<file path="src/rtl/lsu_dc_wr_arb.sv">
// -----------------------------------------------------------------------------
// lsu_dc_wr_arb
//
// Arbitrates the single D$ data-array write port between two requesters:
//   - retired stores leaving the store queue (SQ), one beat each
//   - MSHQ line fills, delivered as multi-beat bursts
//
// The MSHQ normally wins. Once a fill burst has started (first beat accepted
// with last=0), the port is reserved for the MSHQ until the beat carrying
// last=1 is accepted. A starvation counter tracks how many fill bursts have
// completed while a store was waiting. When it reaches STARVE_LIMIT, the next
// arbitration in ARB goes to the SQ.
//
// The write is presented from a registered output stage. A request accepted
// in cycle N appears on o_dc_wr_* in cycle N+1. While the output register is
// full and the D$ stalls, everything holds and neither requester is accepted.
//
// Ports
//   clk, rst           clock, synchronous active-high reset
//   i_sq_req_*         SQ store request (valid/data/addr/byte enables)
//   o_sq_req_ready     SQ request accepted this cycle
//   i_mshq_*           fill beat (valid/data/addr/byte enables/last)
//   o_mshq_ready       fill beat accepted this cycle
//   i_dc_wr_stall      D$ cannot take the presented write this cycle
//   o_dc_wr_en         output register holds a valid write
//   o_dc_wr_data/addr/width
//                      write payload
//   o_dc_wr_src        0 = SQ, 1 = MSHQ
// -----------------------------------------------------------------------------
module lsu_dc_wr_arb #(
    parameter int DATA_WIDTH   = 32,
    parameter int ADDR_WIDTH   = 32,
    parameter int STARVE_LIMIT = 4,
    parameter int STARVE_WIDTH = 3
) (
    input  logic                  clk,
    input  logic                  rst,

    input  logic                  i_sq_req_valid,
    input  logic [DATA_WIDTH-1:0] i_sq_req_data,
    input  logic [ADDR_WIDTH-1:0] i_sq_req_addr,
    input  logic [3:0]            i_sq_req_width,
    output logic                  o_sq_req_ready,

    input  logic                  i_mshq_valid,
    input  logic [DATA_WIDTH-1:0] i_mshq_data,
    input  logic [ADDR_WIDTH-1:0] i_mshq_addr,
    input  logic [3:0]            i_mshq_width,
    input  logic                  i_mshq_last,
    output logic                  o_mshq_ready,

    input  logic                  i_dc_wr_stall,
    output logic                  o_dc_wr_en,
    output logic [DATA_WIDTH-1:0] o_dc_wr_data,
    output logic [ADDR_WIDTH-1:0] o_dc_wr_addr,
    output logic [3:0]            o_dc_wr_width,
    output logic                  o_dc_wr_src
);

    typedef enum logic [0:0] {
        ST_ARB   = 1'b0,
        ST_BURST = 1'b1
    } state_t;

    localparam logic [STARVE_WIDTH-1:0] STARVE_MAX = STARVE_WIDTH'(STARVE_LIMIT);
    localparam logic [STARVE_WIDTH-1:0] STARVE_ONE = STARVE_WIDTH'(1);
    localparam logic [STARVE_WIDTH-1:0] STARVE_ZERO = STARVE_WIDTH'(0);

    state_t                  state_r;
    state_t                  state_nxt_s;
    logic [STARVE_WIDTH-1:0] starve_cnt_r;
    logic [STARVE_WIDTH-1:0] starve_cnt_nxt_s;

    logic advance_s;
    logic force_sq_s;
    logic grant_sq_s;
    logic grant_m_s;
    logic sq_acc_s;
    logic m_acc_s;

    // Grant decision: MSHQ first, SQ only in ARB and only if MSHQ idle or SQ starved.
    always_comb begin
        advance_s  = ~o_dc_wr_en | ~i_dc_wr_stall;
        force_sq_s = (starve_cnt_r == STARVE_MAX);
        grant_sq_s = (state_r == ST_ARB) & i_sq_req_valid & (~i_mshq_valid | force_sq_s);
        grant_m_s  = i_mshq_valid & ~grant_sq_s;
        // Readies are suppressed during reset so nothing is consumed and lost.
        sq_acc_s   = ~rst & advance_s & grant_sq_s;
        m_acc_s    = ~rst & advance_s & grant_m_s;
    end

    assign o_sq_req_ready = sq_acc_s;
    assign o_mshq_ready   = m_acc_s;

    // Next-state logic: a fill beat with last=0 reserves the port until last=1.
    always_comb begin
        state_nxt_s = state_r;
        case (state_r)
            ST_ARB: begin
                if (m_acc_s && !i_mshq_last) begin
                    state_nxt_s = ST_BURST;
                end else begin
                    state_nxt_s = ST_ARB;
                end
            end
            ST_BURST: begin
                // Bubbles (no MSHQ valid) keep the reservation; SQ stays blocked.
                if (m_acc_s && i_mshq_last) begin
                    state_nxt_s = ST_ARB;
                end else begin
                    state_nxt_s = ST_BURST;
                end
            end
            default: begin
                state_nxt_s = ST_ARB;
            end
        endcase
    end

    // Starvation counter: counts completed fills that overtook a waiting store.
    always_comb begin
        starve_cnt_nxt_s = starve_cnt_r;
        if (sq_acc_s) begin
            starve_cnt_nxt_s = STARVE_ZERO;
        end else if ((state_r == ST_ARB) && !i_sq_req_valid) begin
            starve_cnt_nxt_s = STARVE_ZERO;
        end else if (m_acc_s && i_mshq_last && i_sq_req_valid) begin
            if (starve_cnt_r != STARVE_MAX) begin
                starve_cnt_nxt_s = starve_cnt_r + STARVE_ONE;
            end else begin
                starve_cnt_nxt_s = starve_cnt_r;
            end
        end else begin
            starve_cnt_nxt_s = starve_cnt_r;
        end
    end

    // State and starvation counter registers.
    always_ff @(posedge clk) begin
        if (rst) begin
            state_r      <= ST_ARB;
            starve_cnt_r <= STARVE_ZERO;
        end else begin
            state_r      <= state_nxt_s;
            starve_cnt_r <= starve_cnt_nxt_s;
        end
    end

    // Output register: loads the winner on advance, drains when nothing won,
    // holds everything while the D$ stalls a pending write.
    always_ff @(posedge clk) begin
        if (rst) begin
            o_dc_wr_en    <= 1'b0;
            o_dc_wr_data  <= {DATA_WIDTH{1'b0}};
            o_dc_wr_addr  <= {ADDR_WIDTH{1'b0}};
            o_dc_wr_width <= 4'h0;
            o_dc_wr_src   <= 1'b0;
        end else if (advance_s) begin
            if (sq_acc_s) begin
                o_dc_wr_en    <= 1'b1;
                o_dc_wr_data  <= i_sq_req_data;
                o_dc_wr_addr  <= i_sq_req_addr;
                o_dc_wr_width <= i_sq_req_width;
                o_dc_wr_src   <= 1'b0;
            end else if (m_acc_s) begin
                o_dc_wr_en    <= 1'b1;
                o_dc_wr_data  <= i_mshq_data;
                o_dc_wr_addr  <= i_mshq_addr;
                o_dc_wr_width <= i_mshq_width;
                o_dc_wr_src   <= 1'b1;
            end else begin
                o_dc_wr_en    <= 1'b0;
            end
        end
    end

endmodule

</file>
<file path="config.mk">
export PLATFORM = sky130hd
export DESIGN_NAME = lsu_dc_wr_arb
export DESIGN_NICKNAME = d
export VERILOG_FILES = /design/src/rtl/lsu_dc_wr_arb.sv
export SDC_FILE = /design/constraint.sdc
export NUM_CORES = 1
export LEC_CHECK = 0
export BUFFER_PORTS_ARGS = -buffer_cell sky130_fd_sc_hd__buf_2
export CORE_MARGIN = 8
export CORE_UTILIZATION = 44
export CTS_CLUSTER_DIAMETER = 50
export DETAILED_ROUTE_END_ITERATION = 16
export PLACE_DENSITY_LB_ADDON = 0.3
export SKIP_LAST_GASP = 1
export SYNTH_ARGS = -nofsm -noshare
export SYNTH_HDL_FRONTEND = slang
export SYNTH_SLANG_ARGS = --single-unit
</file>
<file path="constraint.sdc">
create_clock -name clk -period 2.95 [get_ports clk]
set_input_delay 0.885 -clock clk [delete_from_list [all_inputs] [get_ports clk]]
set_output_delay 0.885 -clock clk [all_outputs]
set_load 0.03 [all_outputs]
</file>
==> impl_metrics.yaml <==
routing:
  drtPass1Iterations: 4
  avgRoutedWirePerCell_um: 16.40
  viasPerCell: 5.089
  ant_nets: 0
  totalWireLength_mm: 11.58
  vias: 3593
  drc: 0
  dr.first_iter.drc_count: 157
floorplanning:
  die_h_um: 106.2
  pin_count: 214
  start_util_pct: 44.43
  die_area_mm2: 0.01127
  num_rows: 33
  core_mm2: 0.008051
  die_w_um: 106.2
run:
  drv_cap: 0
setup_path:
  endpoint_kind: "output pin"
  startpoint_type: "input port"
  r2r_start: "starve_cnt_r[0]"
  critical_path_buf_inv_count: 3
  crit_chain: "buf_2, a21o_1, or3_4, inv_2, buf_2"
  critPathRequiredTime_ns: 2.07
  rrSetupSlack_ns: 0.34
  cpPeakStageDelay_ns: 0.40
  critPathTopFamily: "simple AND/OR/NAND/NOR gates"
  cp.arrival_ns: 1.83
  cp.depth: 5
  setup.worst_path.class: "in2out"
  slowest_stage: "or3_4"
  crit_path_start: "i_dc_wr_stall"
  rr_worst_depth: 8
  path_common_cell: "buf_2"
  cp_max_fo: 3
  timing.rr.end: "o_dc_wr_addr[16]"
yosys:
  syn_inst: 398
  synthAdderAreaFrac_pct: 0.6995
  ys_seq_area_share_pct: 41.41
  async_flop_share_pct: 0
  synth.area.mux_share_pct: 0.2798
  synth_top_family_by_area: "compound AO/OA/AOI/OAI gates"
  ys_types: 31
  synth-seq-cells: 74
  syn-mean-instance-area_um2: 8.988
  synth_compound_area_share_pct: 31.27
  syn_area_mm2: 0.003577
  synthSimpleGateAreaFrac_pct: 17.91
  yosysWarnings: 0
  syn_nets: 542
  synth_edf_count: 0
  synth_xor_area_share_pct: 0.2448
  ys_dominant_reg_cell: "dfxtp_1"
outcome:
  outcome: "finished clean"
placement:
  pre_cts_ws_ns: -0.1958
  gp_congestion: 0.7487
  hpwlAfterDp_mm: 8.715
  placed_cell_area_mm2: 0.004639
  io_buffers: 213
finish:
  nNetsFinal: 740
  layout-drive-gt1-share_pct: 48.25
  syn2layout_area_growth_pct: 35.82
  final_util_pct: 60.34
  n_antenna_cell: 0
  design_area_mm2: 0.004858
clocking:
  cts_tree: "done"
  hold_buffers: 0
  clock_path_buffers: 2
  root_buffer: "clkbuf_8"
  clk_latency_ns: 0.34
  cts.repair.resized: 0
  cts_setup_buffers: 0
  cts_inserted_buffers: 9
  clkTransAtPathRegs_ns: 0.08
  htreeDepth: 3
  cts.sinks: 74
global_routing:
  grt_max_degree: 77
  grt_pass1_wl_mm: 18.42
  grt_pass1_vias: 3829
  track_usage_pct: 19.80
  overflow: 0
  antenna_found_initial: 0
hold_path:
  min_from: "o_dc_wr_addr[31]"
  whs_path_depth: 2
  holdCritPathClass: "reg2reg"
  hold_end: "o_dc_wr_addr[31]"
pwr:
  cellPowerDensity_mw_per_mm2: 519.4
  p_leak_nw: 2.221
  power_mw: 2.523
  ir_worst_vdd_mv: 0.2654
timing:
  setup_tns_ns: 0
  setup_ws_ns: 0.2339
  setup_violations: 0
  worstMarginPinSlew_ns: 1.279
  fin_crit_ns: 2.716
  hold_viol: 0
  fin_crit_sh_pct: 92.07
  rsz0062_at_grt: "no"
  skew_ns: 0.01482
  final_max_slew_viol_count: 0
  relSlewSlack_pct: 14.14
  fmax_mhz: 368.2
## synth_stat cells, types with 2 or more instances
master      n  area, µm²
buf_1       3      11.26
o21ai_1     2      10.01
nand2_1   102      382.9
clkbuf_1   12      45.04
nor2b_1     2      12.51
ha_1        2      25.02
dfxtp_1    74       1481
a211oi_1    2      15.01
a311oi_2   49      735.7
and2_1      2      12.51
buf_2      12      60.06
inv_1      22      82.58
o221a_1    18      202.7
a21oi_1    19      95.09
nor2_1     54      202.7
buf_6       8      90.09
## metrics by stage
stage	cells	hold slack (ns)
after global placement	690	0.4698
after floorplan	398	0.4715
final	706	0.4909
after global routing	706	0.5271
after CTS	706	0.4970
after detailed placement	690	0.4860
## placed cells by master (no fill, tap or decap), types with 2 or more instances in the layout
cell,count
clkbuf_8,12
o221a_1,18
a311oi_2,49
a211oi_1,2
inv_1,22
nor2b_1,2
dfxtp_1,74
nor2_1,54
buf_2,212
o21ai_1,2
nand2_1,102
a21oi_1,19
buf_4,9
ha_1,2
## tightest hold or removal path: stages (launching register included)
cell and delay, ns:
dfxtp_1 0.32, nand2_1 0.05, a311oi_1 0.07
## worst max path at each step
| stage | end |
|---|---|
| detailed placement | o_dc_wr_addr[16] |
| global route | o_dc_wr_addr[8] |
| CTS | o_dc_wr_addr[16] |
| floorplan | o_sq_req_ready |
| finish | o_sq_req_ready |
| global placement | o_dc_wr_addr[22] |
## layout make-up
type,instances,area [µm²]
clock buffer,13,168.9
clock inverter,3,46.29
fill,751,3193
inverter,23,86.33
multi-input combinational,266,1804
sequential,74,1481
tap,105,131.4
timing repair buffer,222,1140
## report_power, final
part | internal (mW) | switching [mW]
sequential | 1.07 | 0.0387
combinational | 0.219 | 0.359
clock | 0.463 | 0.371
## kinds of logic after synthesis
family / after synthesis
flops: 74
buf+inv: 58
xor+xnor: 1
mux: 1
fa+ha+maj: 2
compound gates: 98
simple gates: 164
## state kept, by name (all words and copies together) (netlist names), named ones only
name,flops
o_dc_wr_data,32
o_dc_wr_en,1
o_dc_wr_width,4
starve_cnt_r,3
o_dc_wr_addr,32
o_dc_wr_src,1
## layer usage
layer	global-route usage (%)	part of all wire, %
met5	0	0
met4	6.533	1.5
met3	8.893	9.8
met2	33.38	48
met1	21.73	41
No activity file was read; power rests on OpenSTA's default activity.
